<file path="config.mk">
export PLATFORM = sky130hd
export DESIGN_NAME = muller_c_join_pipe_flat
export DESIGN_NICKNAME = d
export VERILOG_FILES = /design/src/rtl/muller_c_join_pipe_if.sv /design/src/rtl/muller_c_join_pipe.sv /design/src/flat_wrapper.sv
export SDC_FILE = /design/constraint.sdc
export NUM_CORES = 1
export LEC_CHECK = 0
export ABC_AREA = 0
export CORE_ASPECT_RATIO = 1.2
export CORE_MARGIN = 4
export CORE_UTILIZATION = 59
export CTS_BUF_LIST = sky130_fd_sc_hd__clkbuf_4
export CTS_CLUSTER_DIAMETER = 150
export CTS_CLUSTER_SIZE = 12
export DETAILED_ROUTE_END_ITERATION = 10
export MAX_ROUTING_LAYER = met4
export PLACE_DENSITY = 0.87
export SLEW_MARGIN = 20
export SYNTH_ARGS = -nofsm -noshare
export SYNTH_HDL_FRONTEND = slang
export SYNTH_SLANG_ARGS = --single-unit
</file>
<file path="constraint.sdc">
create_clock -name wb_clk_i -period 5.04 [get_ports wb_clk_i]
set_clock_uncertainty 0.15 [all_clocks]
set_input_delay 1.512 -clock wb_clk_i [delete_from_list [all_inputs] [get_ports wb_clk_i]]
set_output_delay 1.512 -clock wb_clk_i [all_outputs]
set_load 0.005 [all_outputs]
</file>
<file path="src/rtl/muller_c_join_pipe_if.sv">
// Two-phase request/acknowledge bundle for muller_c_join_pipe.
// The master is the environment (producer and consumer); the slave is the pipeline.
interface muller_c_join_pipe_if #(
  parameter int NCHAN = 2,
  parameter int WIDTH = 4
);
  localparam int DW = NCHAN * WIDTH;

  logic [NCHAN-1:0] in_req;
  logic [DW-1:0]    in_data;
  logic             in_ack;
  logic             out_req;
  logic [DW-1:0]    out_data;
  logic             out_ack;

  modport master (
    output in_req,
    output in_data,
    output out_ack,
    input  in_ack,
    input  out_req,
    input  out_data
  );

  modport slave (
    input  in_req,
    input  in_data,
    input  out_ack,
    output in_ack,
    output out_req,
    output out_data
  );
endinterface

</file>
<file path="src/rtl/muller_c_join_pipe.sv">
// Clocked two-phase Sutherland micropipeline with an NCHAN-way C-element join in front.
// Define MULLER_C_PERF_EN to add the occ (tokens held) and tok_cnt (tokens delivered) ports.
module muller_c_join_pipe #(
  parameter int NCHAN = 2,
  parameter int WIDTH = 4,
  parameter int DEPTH = 3
) (
  input  logic                       wb_clk_i,
  input  logic                       wb_rst_i,
  muller_c_join_pipe_if.slave        bus
`ifdef MULLER_C_PERF_EN
  ,
  output logic [$clog2(DEPTH+1)-1:0] occ,
  output logic [15:0]                tok_cnt
`endif
);
  localparam int DW = NCHAN * WIDTH;

  logic [DEPTH-1:0] c;
  logic [DEPTH-1:0] r;
  logic [DEPTH-1:0] a;
  logic [DEPTH-1:0] v;
  logic [DEPTH-1:0] fire;
  logic [DW-1:0]    d   [DEPTH];
  logic [DW-1:0]    din [DEPTH];
  logic             join_ok;

  // Channels only agree once the slowest one has toggled: that is the join.
  assign join_ok = (&bus.in_req) | ~(|bus.in_req);

  for (genvar i = 0; i < DEPTH; i++) begin : g_stage
    if (i == 0) begin : g_head
      assign r[i]   = bus.in_req[0];
      assign v[i]   = join_ok;
      assign din[i] = bus.in_data;
    end else begin : g_body
      assign r[i]   = c[i-1];
      assign v[i]   = 1'b1;
      assign din[i] = d[i-1];
    end

    if (i == DEPTH - 1) begin : g_tail
      assign a[i] = bus.out_ack;
    end else begin : g_link
      assign a[i] = c[i+1];
    end

    assign fire[i] = v[i] & (r[i] ^ a[i]) & (r[i] ^ c[i]);
  end

  // Every stage decides from pre-edge values, so a token advances one stage per edge.
  always_ff @(posedge wb_clk_i) begin
    if (wb_rst_i) begin
      c <= '0;
      for (int i = 0; i < DEPTH; i++) begin
        d[i] <= '0;
      end
    end else begin
      for (int i = 0; i < DEPTH; i++) begin
        if (fire[i]) begin
          c[i] <= r[i];
          d[i] <= din[i];
        end
      end
    end
  end

  assign bus.in_ack   = c[0];
  assign bus.out_req  = c[DEPTH-1];
  assign bus.out_data = d[DEPTH-1];

`ifdef MULLER_C_PERF_EN
  localparam int OW = $clog2(DEPTH + 1);

  logic          out_ack_q;
  logic          ack_tgl;
  logic [OW-1:0] occ_q;
  logic [15:0]   tok_cnt_q;

  assign ack_tgl = bus.out_ack ^ out_ack_q;

  // Accept and deliver in the same edge cancel; occupancy saturates at both ends.
  always_ff @(posedge wb_clk_i) begin
    if (wb_rst_i) begin
      out_ack_q <= 1'b0;
      occ_q     <= '0;
      tok_cnt_q <= '0;
    end else begin
      out_ack_q <= bus.out_ack;
      if (fire[0] && !ack_tgl && occ_q != OW'(DEPTH)) begin
        occ_q <= occ_q + OW'(1);
      end else if (!fire[0] && ack_tgl && occ_q != '0) begin
        occ_q <= occ_q - OW'(1);
      end
      if (ack_tgl) begin
        tok_cnt_q <= tok_cnt_q + 16'd1;
      end
    end
  end

  assign occ     = occ_q;
  assign tok_cnt = tok_cnt_q;
`else
  // Handshake-only build: no occupancy or delivery counters.
`endif
endmodule

</file>
<file path="src/flat_wrapper.sv">
// flat-port wrapper written by rule: the top's interface ports become plain ports
module muller_c_join_pipe_flat 
#(
  parameter int NCHAN = 2,
  parameter int WIDTH = 4,
  parameter int DEPTH = 3
)
  (wb_clk_i, wb_rst_i, bus_in_req, bus_in_data, bus_out_ack, bus_in_ack, bus_out_req, bus_out_data);
  muller_c_join_pipe_if #(.NCHAN(NCHAN), .WIDTH(WIDTH)) bus_i ();
  input  logic wb_clk_i;
  input  logic wb_rst_i;
  input wire logic [$bits(bus_i.in_req)-1:0] bus_in_req;
  input wire logic [$bits(bus_i.in_data)-1:0] bus_in_data;
  input wire logic [$bits(bus_i.out_ack)-1:0] bus_out_ack;
  output wire logic [$bits(bus_i.in_ack)-1:0] bus_in_ack;
  output wire logic [$bits(bus_i.out_req)-1:0] bus_out_req;
  output wire logic [$bits(bus_i.out_data)-1:0] bus_out_data;
  assign bus_i.in_req = bus_in_req;
  assign bus_i.in_data = bus_in_data;
  assign bus_i.out_ack = bus_out_ack;
  assign bus_in_ack = bus_i.in_ack;
  assign bus_out_req = bus_i.out_req;
  assign bus_out_data = bus_i.out_data;
  muller_c_join_pipe #(.NCHAN(NCHAN), .WIDTH(WIDTH), .DEPTH(DEPTH)) u_core (.wb_clk_i(wb_clk_i), .wb_rst_i(wb_rst_i), .bus(bus_i));
endmodule
</file>
; ---- After elaboration in Yosys (flattened, before gate mapping)
; Memories as Yosys holds them, arrays and structs flattened.
; Cells that the tools add are included.
[op_classes]
n_mux = 14
bitwise_logic = 15
n_reduce_logical = 2
[ops]
columns = op, count
row1 = two-way mux 8 bit, 3
row2 = two-way mux 1 bit, 11
row3 = XOR 1 bit, 6
row4 = bitwise AND 1 bit, 4
row5 = bitwise OR 1 bit, 4
row6 = AND reduction 2 bit, 1
row7 = OR reduction 2 bit, 1
row8 = inverter 1 bit, 1
[totals]
reg_bits = 3
ram_bits = 24
in_bits = 13
out_inout_bits = 10
wordCells = 35
memories = 1
[mem_list]
columns = memory, depth, word_bits, rd, rd_ports_with_merged_regs, wr, line
row1 = u_core.d, 3, 8, 3, 0, 3, muller_c_join_pipe.sv:24  ; logic [DW-1:0] d [DEPTH];

; ---- Longest topological paths before layout
; Gate-level depths: netlist of run 1.
[logic_depth]
word_depth = 9
depth_mapped = 5
mapped_depth_nobuf = 3

; ---- Worst setup path before layout of run 1
; Ideal clock, no wire load.
[synth_timing]
path_type = input port to flip-flop
startpoint = input port bus_in_req[1]
endpoint = memory u_core.d[0][11] (netlist bit) (data pin)
arrival_time_ns = 2.460
required_ns = 4.608
setup_slack_ns = 2.149
stages = 4
path_buffers = 1
cell_sequence = a21o_1 a2111oi_4 buf_6 nor4b_2
[synth_lines]
columns = element, line
row1 = start: declaration, flat_wrapper.sv:12  ; input wire logic [$bits(bus_i.in_req)-1:0] bus_in_req;
row2 = end: declaration, muller_c_join_pipe.sv:24

==> run metrics, run 1 <==
outcome=complete, no violations; max cap viols=0; final setup fails=0; mean post-synth cell area=15.6 µm²; core footprint=2310 µm²; ANT nets after route=0; Synth Cell Area=1440 µm²; largest family of logic cells by synthesized area=simple AND/OR/NAND/NOR gates; layout cell share with drive strength beyond 1=30.2%; Die W=53.0 µm; post-synthesis register bit count=27; ant diodes=0; Post-Route Setup TNS=0 ps; register area share after synthesis=54.4%; Place WS=1460 ps; Worst Max-Slew Pin Slew=751 ps; biggest area consumer among synthesized cells=edfxtp_1; number of synthesized flops with an enable pin=24; Worst VDD drop=0.227 mV; Worst setup EP type=register; CP required=4970 ps; leakage power=0.519 nW; commonest cells in the netlist=edfxtp_1, nor4b_2, buf_4, buf_6; # IOs=23; DRC viols=0; clk buf depth=2; cell count of the worst hold path=1; clk_lat worst skew=330 ps; final setup margin=1800 ps; Hold-fix buffers, CTS=0; post-route minimum period=3240 ps; vias in the first global route=766; post-synthesis mux area share=0%; RR Startpoint=u_core.c[0]; Worst-path clk slew=150 ps; r2r setup slk=3040 ps; CTS tree=done; CP max FO=24; fin crit share=64.3%; largest net degree at the start of global routing=27; row count=19; reg-to-reg endpoint=u_core.d[0][15]; worst hold margin=485 ps; Clock Tree Root=clkbuf_4; fmax=308 MHz; most frequent cell after synthesis=edfxtp_1; top post-synthesis cells by area=edfxtp_1, nor4b_2, dfxtp_1, buf_4, buf_6; Layout Nets=120; # port buffers=22; Synth Area in Simple Gates=27.7%; wire per inst=15.5 µm; overall power=496 µW; top cell type's share of synthesized area=50.2%; GR Util All Layers=15.2%; worst path arrival time=3170 ps; Synthesized Nets=105; fraction of registers with async set/reset=0%; drt pass-1 iters=5; violation count after the first detailed-route iteration=15; die area=3290 µm²; critical path class=input port to register; via count=790; starting density of the core=62.3%; initial antenna violation count=0; HP Class=register to register; final cell count without fillers=137; first-pass GRT wire length=3460 µm; Vias per Instance=5.77; R2R depth=4; adder-cell share of the synthesized area=0%; CTS H-Tree Depth=1; drt total wl=2120 µm; Post-Synth XOR/XNOR Area=0%; GPL Wtd Cong=0.770; setup bufs post-CTS=0; final hold violations=0; Synth Area in Compound Gates=8.54%; grt total ovfl=0; Inst Count DP=133; CTS buffer count=3; Die Y=62.1 µm; Hold Startpoint=u_core.d[0][0]; hpwl dp=1460 µm; Slew HR=49.8%; Pins Over Slew Limit=0; startpoint types=input port; Post-synth top flop=edfxtp_1; CTS sink cnt=27; CTS resizes=0; Cell Pwr Density=305 nW/µm²; P&R area growth vs syn=13.3%; Synth warnings=0; Hold Path End=u_core.d[0][8]; synth unique cells=25; Cells after Synth=92; unrepaired setup endpoints after global routing=no
==> per-stage QoR <==
step	util, %	instance area (µm²)
floorplan	-	1440
global placement	69.3	1600
detailed placement	69.3	1600
CTS	70.6	1630
global route	70.6	1630
finish	70.6	1630
==> cells in the final DEF, fill, tap and decap left out <==
master / count
edfxtp_1: 24
clkdlybuf4s50_1: 22
nor4b_2: 20
nor2_1: 4
nor4b_1: 4
buf_4: 4
clkbuf_4: 3
dfxtp_1: 3
nand2_1: 2
o21ai_1: 2
a2111oi_4: 2
a21oi_1: 2
inv_1: 1
inv_2: 1
nor3_1: 1
a211o_1: 1
a31oi_1: 1
o31ai_1: 1
nor2b_1: 1
and2b_1: 1
o21bai_1: 1
and3b_1: 1
a21o_1: 1
nor3b_2: 1
o21ba_1: 1
clkinvlp_4: 1
==> state kept, by name (all words and copies together) (netlist names) <==
register	flops
u_core.d	24
u_core.c	3
==> report_power, final <==
group	leakage (nW)	switching (mW)	internal (mW)
registers	0.277	0.0115	0.276
logic	0.228	0.0581	0.0559
clock network	0.0139	0.0641	0.0304
==> cell type report <==
type / instances / area (µm²)
clock buffer: 3 / 22.5
clock inverter: 1 / 7.51
inverter: 2 / 7.51
tap: 31 / 38.8
fill: 159 / 678
timing repair buffer: 26 / 250
multi-input combinational: 47 / 520
sequential: 27 / 781
==> critical path: stages <==
cell             delay, ps
clkdlybuf4s50_1        590
o21ai_1                170
a2111oi_4              380
buf_4                  390
nor4b_1                110
==> logic make-up (layout without fill, tap and decap cells) <==
group                  Yosys count  in the layout
buffers and inverters           18             32
AOI/OAI and AO/OA               12             12
and+or+nand+nor                 35             35
DFF                             27             27
==> worst max-delay path by stage <==
stage,from,endpoint,slack (ps),cells past startpoint
4_1_cts,bus_in_req[0],u_core.d[0][15],1830,5
3_3_place_gp,bus_in_req[0],u_core.d[0][15],1570,5
2_1_floorplan,bus_in_req[1],u_core.d[0][11],2150,4
5_1_grt,bus_in_req[0],u_core.d[0][2],1700,5
3_5_place_dp,bus_in_req[0],u_core.d[0][15],1460,5
6_report,bus_in_req[0],u_core.d[0][15],1800,5
==> per-layer routing <==
| layer | global-route usage [%] | part of all wire, % | vias up |
|---|---|---|---|
| li1 | - | - | 383 |
| met1 | 17.5 | 41 | 383 |
| met2 | 24.8 | 53 | 18 |
| met3 | 3.58 | 3.5 | 6 |
| met4 | 8.03 | 1.9 | 0 |
| met5 | - | 0 | - |
Note: power is estimated with default switching activity, not from simulation.
==> run 2: changes to the inputs <==
--- a/config.mk
+++ b/config.mk
@@ -8,13 +8,13 @@
 export ABC_AREA = 0
 export CORE_ASPECT_RATIO = 1.2
 export CORE_MARGIN = 4
-export CORE_UTILIZATION = 59
+export CORE_UTILIZATION = 49
 export CTS_BUF_LIST = sky130_fd_sc_hd__clkbuf_4
 export CTS_CLUSTER_DIAMETER = 150
 export CTS_CLUSTER_SIZE = 12
 export DETAILED_ROUTE_END_ITERATION = 10
 export MAX_ROUTING_LAYER = met4
-export PLACE_DENSITY = 0.87
+export PLACE_DENSITY = 0.77
 export SLEW_MARGIN = 20
 export SYNTH_ARGS = -nofsm -noshare
 export SYNTH_HDL_FRONTEND = slang
==> constraint.sdc (replaced) <==
create_clock -name wb_clk_i -period 2.98 [get_ports wb_clk_i]
set_clock_uncertainty 0.15 [all_clocks]
set_input_delay 0.894 -clock wb_clk_i [delete_from_list [all_inputs] [get_ports wb_clk_i]]
set_output_delay 0.894 -clock wb_clk_i [all_outputs]
set_load 0.005 [all_outputs]
==> run 2 against run 1 <==
  * Non-clock buffer count rose by 2
  * Worst setup slack got worse by 1300 ps
  * Cell area rose by 2.7%
  * First-iteration DRC count rose by 93%
  * Sequential power rose by 69%
  * Routed wire length fell by 4.3%
  * Largest power group unchanged
  * Critical path depth did not move
  * Via count rose by 0.89%
  * Global-route usage fell by 3.4 points
  * Critical endpoint is now u_core.d[0][7]
  * Core utilization fell by 11 points
  * Flip-flop and latch count did not move
  * Die area rose by 17%
==> run metrics, run 2 (synthesis results as in run 1) <==
outcome=complete, no violations; CP required=2920 ps (-2050 ps); r2r setup slk=1110 ps (-1930 ps); fin crit share=82.5%; CP Launch Point=bus_in_req[0]; fmax=407 MHz; Worst VDD drop=0.317 mV (+40%); worst-path cell chain=clkdlybuf4s50_1, o21ai_1, a2111oi_4, buf_12, nor4b_1; Setup crit end=u_core.d[0][7]; first-pass GRT wire length=3420 µm (-1.2%); Seq pwr share=57.2% (-0.8 points); ant diodes=0 (unchanged); Comb pwr share=24.1% (+1.1 points); reg-to-reg endpoint=u_core.d[0][7]; Pint=625 µW (+73%); GR Util All Layers=11.8% (-3.4 points); Post-Route Setup TNS=0 ps (unchanged); grt total ovfl=0 (unchanged); die area=3870 µm² (+17%); CTS buffer count=3 (unchanged); wire per inst=14.3 µm (-7.7%); clock share of power=18.6% (-0.5 points); hpwl dp=1410 µm (-3.4%); R2R depth=4 (unchanged); Cell Pwr Density=509 nW/µm² (+67%); ANT nets after route=0 (unchanged); post-route minimum period=2460 ps; setup bufs post-CTS=0 (unchanged); Seq. cell area=781 µm² (unchanged); worst path arrival time=2400 ps (-770 ps); final hold violations=0 (unchanged); area taken by multi-input logic gates=520 µm² (unchanged); RR Startpoint=u_core.c[0]; core footprint=2810 µm² (+22%); critical path class=input port to register; filler instances=216 (+36%); CP Depth=5 (unchanged); largest registers=u_core.d x24, u_core.c x3; worst hold margin=487 ps (+1.56 ps); Sw Ratio=26.5% (-0.44 points); violation count after the first detailed-route iteration=29 (+14); CTS sink cnt=27 (unchanged); P&R area growth vs syn=16.4%; Bufs and invs on worst path=2 (unchanged); # IOs=23 (unchanged); Die Y=67.3 µm (+8.5%); clk_lat worst skew=320 ps (about the same); clk buf depth=2 (unchanged); drt total wl=2030 µm (-4.3%); Layout Nets=122 (+1.7%); max FFs per register=24 (unchanged); # port buffers=22 (unchanged); most common cell after layout, fill and taps aside=edfxtp_1; Clock Tree Root=clkbuf_4; row count=21 (+2); Worst path slowest cell=clkdlybuf4s50_1; initial antenna violation count=0 (unchanged); Largest Register=u_core.d; via count=797 (+0.89%); startpoint types=input port; Pins Over Slew Limit=0 (unchanged); starting density of the core=51.1% (-11 points); unrepaired setup endpoints after global routing=no; vias in the first global route=794 (+3.7%); HP Class=register to register; Worst setup EP type=register; Worst Max-Slew Pin Slew=328 ps (-423 ps); GPL Wtd Cong=0.752 (-2.3%); Die W=57.4 µm (+8.3%); CTS tree=done; layout cell share with drive strength beyond 1=31.5% (+1.3 points); net switching power=226 µW (+69%); largest net degree at the start of global routing=25 (-7.4%); Hold-fix buffers, CTS=0 (unchanged); most frequent cells in the layout=edfxtp_1, clkdlybuf4s50_1, nor4b_2; Vias per Instance=5.61 (-2.7%); CP max FO=24 (unchanged); delay-heaviest family, CP=buffers and inverters; drt pass-1 iters=4 (-1); final setup fails=0 (unchanged); DRC viols=0 (unchanged); max cap viols=0 (unchanged); Worst-path clk slew=150 ps (about the same); Slowest Stage Delay on Critical Path=580 ps (about the same); leakage power=0.536 nW (+3.3%); CTS resizes=0 (unchanged); Slew HR=78.2% (+28 points); CTS H-Tree Depth=1 (unchanged)
-- run 2: cell count changes in the layout (fill, tap and decap cells not counted) --
| cell | before | now |
|---|---|---|
| buf_12 | 0 | 2 |
-- run 2: layout make-up --
cell class,instances,area share [%]
clock inverter,1,0.449
tap,34,2.54
timing repair buffer,28,17.4
sequential,27,46.7
multi-input combinational,47,31.1
clock buffer,3,1.35
inverter,2,0.449
-- run 2: tightest hold or removal path: stages, from the launching register on --
cell and delay (ps):
dfxtp_1 430, nand2_1 120, a21oi_1 60
-- run 2: power groups by stage --
| stage | combinational (mW) | sequential, mW | clock (mW) |
|---|---|---|---|
| after global placement | 0.201 | 0.493 | 0 |
| after CTS | 0.208 | 0.487 | 0.164 |
| after floorplan | 0.157 | 0.488 | 0 |
| after detailed placement | 0.208 | 0.495 | 0 |
| after global routing | 0.222 | 0.492 | 0.182 |
| final | 0.205 | 0.487 | 0.159 |
-- run 2: metrics by stage --
stage | instance area, µm² | worst slack [ps] | cells | power (mW) | util, %
after CTS | 1670 | 527 | 142 | 0.859 | 59.5
after floorplan | 1440 | 707 | 92 | 0.646 | -
after global routing | 1670 | 448 | 142 | 0.896 | 59.5
after global placement | 1640 | 215 | 138 | 0.694 | 58.4
final | 1670 | 520 | 142 | 0.851 | 59.5
after detailed placement | 1640 | 173 | 138 | 0.702 | 58.4
-- run 2: per-layer routing --
| layer | vias to the layer above | global-route usage [%] | part of all wire [%] |
|---|---|---|---|
| met5 | - | - | 0 |
| met4 | 0 | 5.22 | 0.94 |
| met3 | 2 | 1.72 | 5.0 |
| met2 | 22 | 21.8 | 54 |
| met1 | 384 | 12.4 | 40 |
| li1 | 389 | - | - |
-- run 2: worst min-delay path by stage --
stage	startpoint	end	slack, ps	depth (start not counted)
3_3_place_gp	u_core.c[0]	u_core.c[1]	450	2
3_5_place_dp	u_core.d[0][14]	u_core.d[0][22]	440	1
4_1_cts	u_core.c[1]	u_core.c[1]	480	2
5_1_grt	u_core.d[0][14]	u_core.d[0][22]	510	1
6_report	u_core.c[1]	u_core.c[1]	490	2
2_1_floorplan	u_core.c[1]	u_core.c[1]	420	2
==> run 3: changes to the inputs <==
--- a/config.mk
+++ b/config.mk
@@ -8,13 +8,13 @@
 export ABC_AREA = 0
 export CORE_ASPECT_RATIO = 1.2
 export CORE_MARGIN = 4
-export CORE_UTILIZATION = 49
+export CORE_UTILIZATION = 55
 export CTS_BUF_LIST = sky130_fd_sc_hd__clkbuf_4
 export CTS_CLUSTER_DIAMETER = 150
 export CTS_CLUSTER_SIZE = 12
 export DETAILED_ROUTE_END_ITERATION = 10
 export MAX_ROUTING_LAYER = met4
-export PLACE_DENSITY = 0.77
+export PLACE_DENSITY = 0.82
 export SLEW_MARGIN = 20
 export SYNTH_ARGS = -nofsm -noshare
 export SYNTH_HDL_FRONTEND = slang
==> constraint.sdc (replaced) <==
create_clock -name wb_clk_i -period 2.5 [get_ports wb_clk_i]
set_clock_uncertainty 0.15 [all_clocks]
set_input_delay 0.75 -clock wb_clk_i [delete_from_list [all_inputs] [get_ports wb_clk_i]]
set_output_delay 0.75 -clock wb_clk_i [all_outputs]
set_load 0.005 [all_outputs]
==> run 3 against run 2 <==
  * First-iteration DRC count shrank 3.4%
  * Final cell count up 0.70%
  * Combinational power grew 22%
  * Hold slack is essentially flat
  * Critical path depth shrank 4
  * Largest cell class unchanged
  * Largest power group unchanged
==> run metrics, run 3 (synthesis results as in run 1) <==
Worst setup EP type=output pin; RR Startpoint=u_core.c[0]; ant diodes=0 (unchanged); Layout Nets=124 (+1.6%); Placed Area=1660 µm² (+0.84%); Bufs and invs on worst path=1 (-1); worst-path cell chain=clkdlybuf4s50_1; CP required=1600 ps (-1320 ps); CP max FO=10 (-58%); GR Util All Layers=15.2% (+3.4 points); filler instances=195 (-9.7%); starting density of the core=56.8% (+5.7 points); overall power=1.02 mW (+20%); wire per inst=15.7 µm (+10%); # IOs=23 (unchanged); leakage power=0.550 nW (+2.6%); P&R area growth vs syn=17.2%; clk buf depth=2 (unchanged); Die W=54.7 µm (-4.8%); Worst path slowest cell=clkdlybuf4s50_1; layout cell share with drive strength beyond 1=32.7% (+1.2 points); worst path arrival time=1410 ps (-990 ps); most frequent cells in the layout=edfxtp_1, clkdlybuf4s50_1, nor4b_2; DRC viols=0 (unchanged); setup bufs post-CTS=0 (unchanged); Hold Path End=u_core.d[0][21]; fin util=66.6% (+7.1 points); Slew HR=70.2% (-8.0 points); final setup margin=187 ps (-333 ps); CTS tree=done; worst hold margin=487 ps (+0.351 ps); fmax=432 MHz; clk_lat worst skew=330 ps (about the same); Largest Register=u_core.d; Inst Count DP=139 (+0.72%); grt total ovfl=0 (unchanged); area taken by multi-input logic gates=520 µm² (unchanged); via count=817 (+2.5%); drt pass-1 iters=4 (unchanged); Worst-path clk slew=150 ps (about the same); # port buffers=22 (unchanged); CTS buffer count=3 (unchanged); largest registers=u_core.d x24, u_core.c x3; ANT nets after route=0 (unchanged); R2R depth=4 (unchanged); final hold violations=0 (unchanged); fin crit share=92.5%; core footprint=2530 µm² (-10%); die area=3500 µm² (-9.5%); cell count of the worst hold path=1 (-1); violation count after the first detailed-route iteration=28 (-3.4%); Clock Tree Root=clkbuf_4; Seq. cell area=781 µm² (unchanged); Pins Over Slew Limit=0 (unchanged); r2r setup slk=640 ps (-470 ps); Slowest Stage Delay on Critical Path=570 ps (about the same); Hold-fix buffers, CTS=0 (unchanged); max FFs per register=24 (unchanged); vias in the first global route=794 (unchanged); final setup fails=0 (unchanged); post-route minimum period=2310 ps; row count=20 (-4.8%); Worst VDD drop=0.358 mV (+13%); Final Cell Area=1680 µm² (+0.67%); delay-heaviest family, CP=buffers and inverters; Die Y=64.0 µm (-4.9%); largest net degree at the start of global routing=25 (unchanged); CTS resizes=0 (unchanged); Vias per Instance=5.71 (+1.8%); Hold Startpoint=u_core.d[0][13]; initial antenna violation count=0 (unchanged); max cap viols=0 (unchanged); Place WS=-169 ps (-343 ps); CTS sink cnt=27 (unchanged); critical path class=register to output pin; unrepaired setup endpoints after global routing=no; Cell Pwr Density=608 nW/µm² (+20%); Worst Max-Slew Pin Slew=446 ps (+118 ps); first-pass GRT wire length=3750 µm (+9.7%); HP Class=register to register; most common cell after layout, fill and taps aside=edfxtp_1; Post-Route Setup TNS=0 ps (unchanged); final cell count without fillers=143 (+0.70%); CTS H-Tree Depth=1 (unchanged); reg-to-reg endpoint=u_core.d[0][7]; drt total wl=2250 µm (+11%); hpwl dp=1610 µm (+14%); GPL Wtd Cong=0.807 (+7.3%); outcome=complete, no violations; startpoint types=register
[run 3: cell type report]
class                      count  area share [%]
clock buffer                   3            1.34
clock inverter                 1           0.297
inverter                       2           0.446
multi-input combinational     47            30.9
sequential                    27            46.4
tap                           33            2.45
timing repair buffer          30            18.1
[run 3: power breakdown]
part	switching [mW]	internal, mW	total (mW)
clock network	0.131	0.0602	0.192
registers	0.0251	0.556	0.582
logic	0.120	0.130	0.251
[run 3: worst max path at each step]
stage,from,cells after the start,slack [ps],endpoint
floorplan,bus_in_req[1],4,370,u_core.d[0][11]
global placement,bus_in_req[0],5,-120,u_core.d[0][7]
detailed placement,bus_in_req[0],5,-170,u_core.d[0][1]
CTS,u_core.c[0],1,180,bus_in_ack
global route,u_core.c[0],1,110,bus_in_ack
finish,u_core.c[0],1,190,bus_in_ack
[run 3: per-layer routing]
metal | track usage (%) | wire (µm)
met5 | - | 0
met4 | 5.61 | 36
met3 | 2.10 | 119
met1 | 20.2 | 883
met2 | 23.2 | 1210
==> RTL edit, RTL diff (flow settings as in run 1) <==
`WIDTH` is set to 4 in 3 places; all go to 5.
--- a/src/rtl/muller_c_join_pipe_if.sv
+++ b/src/rtl/muller_c_join_pipe_if.sv
@@ -2,7 +2,7 @@
 // The master is the environment (producer and consumer); the slave is the pipeline.
 interface muller_c_join_pipe_if #(
   parameter int NCHAN = 2,
-  parameter int WIDTH = 4
+  parameter int WIDTH = 5
 );
   localparam int DW = NCHAN * WIDTH;
 
--- a/src/rtl/muller_c_join_pipe.sv
+++ b/src/rtl/muller_c_join_pipe.sv
@@ -2,7 +2,7 @@
 // Define MULLER_C_PERF_EN to add the occ (tokens held) and tok_cnt (tokens delivered) ports.
 module muller_c_join_pipe #(
   parameter int NCHAN = 2,
-  parameter int WIDTH = 4,
+  parameter int WIDTH = 5,
   parameter int DEPTH = 3
 ) (
   input  logic                       wb_clk_i,
--- a/src/flat_wrapper.sv
+++ b/src/flat_wrapper.sv
@@ -2,7 +2,7 @@
 module muller_c_join_pipe_flat 
 #(
   parameter int NCHAN = 2,
-  parameter int WIDTH = 4,
+  parameter int WIDTH = 5,
   parameter int DEPTH = 3
 )
   (wb_clk_i, wb_rst_i, bus_in_req, bus_in_data, bus_out_ack, bus_in_ack, bus_out_req, bus_out_data);
Interface: changed (resized bus_in_data and bus_out_data); port bits go from 23 to 27. The function was not compared with the original's and may differ.
==> RTL edit against run 1 <==
- setup slack got worse by 82 ps
- core utilization shrank 0.71 points
- cell count up 17%
- sequential cell count up 6
- critical path type unchanged
- highest routed layer unchanged
- critical endpoint is now u_core.d[0][10]$_SDFFCE_PN0P_
- critical path depth stayed put
- design area grew 22%
- via count up 18%
- routed wire length up 19%
- hold slack got worse by 17 ps
- area after synthesis increased by 24%
- die area is 20% higher
- power is 26% higher
- largest cell class unchanged
==> RTL edit: results (changes against run 1) <==
| Quantity | This run | vs run 1 |
| --- | --- | --- |
| Total detailed-routing wirelength | 2530 um | was 2120 um |
| Relative slew slack | 39.1% | was 49.8% |
| Layout Cells excl Fill | 160 | was 137 |
| Start point of the critical path | bus_in_req[1] | was bus_in_req[0] |
| Global-route met1 utilization | 15.7% | was 17.5% |
| Post-route met1 wirelength | 1010 um | was 880 um |
| Cell Count Post-Placement | 152 | was 133 |
| PortBufs | 26 | was 22 |
| Worst hold path endpoint | u_core.d[0][19]$_SDFFCE_PN0P_ | was u_core.d[0][8]$_SDFFCE_PN0P_ |
| Number of nets in the synthesized netlist | 124 | was 105 |
| Length of routed met2 wiring | 1300 um | was 1130 um |
| Worst slack after detailed placement | 1360 ps | was 1460 ps |
| Met3 Wirelength | 167 um | was 74 um |
| Grt met3 use | 6.79% | was 3.58% |
| Via count of the routed design | 930 | was 790 |
| Ratio of cells with drive above 1 in the final layout | 37.3% | was 30.2% |
| Worst reg2reg path startpoint | u_core.c[1]$_SDFFE_PP0P_ | was u_core.c[0]$_SDFFE_PP0P_ |
| Share of the yosys chip area belonging to registers | 54.1% | was 54.4% |
| Commonest cells in the synthesized netlist | sky130_fd_sc_hd__edfxtp_1 (30), sky130_fd_sc_hd__nor4b_2 (30), sky130_fd_sc_hd__buf_4 (10) | was sky130_fd_sc_hd__edfxtp_1 (24), sky130_fd_sc_hd__nor4b_2 (20), sky130_fd_sc_hd__buf_4 (8) |
| R2R setup slack | 2950 ps | was 3040 ps |
| Filler cell count in the final layout | 191 | was 159 |
| Total clock buffers created by CTS | 5 | was 3 |
| Clock transition time at the flip-flop clock pins of the worst setup and hold paths | 100 ps | was 150 ps |
| Top Registers | u_core.d x30, u_core.c x3 | was u_core.d x24, u_core.c x3 |
| Arrival time worst endpoint | 3250 ps | was 3170 ps |
| Lkg Pwr | 0.625 nW | was 0.519 nW |
| Min-Delay Startpoint | u_core.d[0][9]$_SDFFCE_PN0P_ | was u_core.d[0][0]$_SDFFCE_PN0P_ |
| Max IR drop VDD | 0.000223 V | was 0.000227 V |
| Status | complete, no violations | unchanged |
-- RTL edit: cell types whose count changed in the layout (fill, tap and decap cells not counted), moves of 2 or more --
cell	change
sky130_fd_sc_hd__nor4b_2	+10
sky130_fd_sc_hd__edfxtp_1	+6
sky130_fd_sc_hd__nor4b_1	-4
sky130_fd_sc_hd__clkdlybuf4s50_1	+3
sky130_fd_sc_hd__clkbuf_4	+2
sky130_fd_sc_hd__clkinv_1	+2
-- RTL edit: through the flow --
stage	area, sq um	total power, mW	util [%]	hold slack [ps]
after floorplan	1780	0.470	-	418
after global placement	1930	0.487	68.1	430
after detailed placement	1930	0.495	68.1	450
after CTS	1980	0.631	69.9	480
after global routing	1980	0.653	69.9	505
final	1980	0.624	69.9	468
-- RTL edit: report_power, final --
part	switching [mW]	internal, mW
Clock	0.0862	0.0503
Combinational	0.0702	0.0656
Sequential	0.0133	0.339
Total	0.170	0.455
-- RTL edit: logic make-up after synthesis --
group,Yosys count,share of synthesized area (%)
AO/OA/AOI/OAI,12,6.98
buffers and inverters,23,10.0
AND/OR/NAND/NOR,41,28.9
flip-flops,33,54.1
-- RTL edit: final cells by class --
type | count | area share [%]
Tap cell | 34 | 2.15
Clock buffer | 5 | 1.89
Sequential cell | 33 | 48.5
Clock inverter | 3 | 0.631
Multi-Input combinational cell | 53 | 32.1
Inverter | 2 | 0.379
Timing Repair Buffer | 30 | 14.4
-- RTL edit: worst register-to-register path: stages, from the launching register on --
cell,delay (ps)
sky130_fd_sc_hd__dfxtp_1,540
sky130_fd_sc_hd__and2b_1,260
sky130_fd_sc_hd__nor2_1,60
sky130_fd_sc_hd__o21bai_1,710
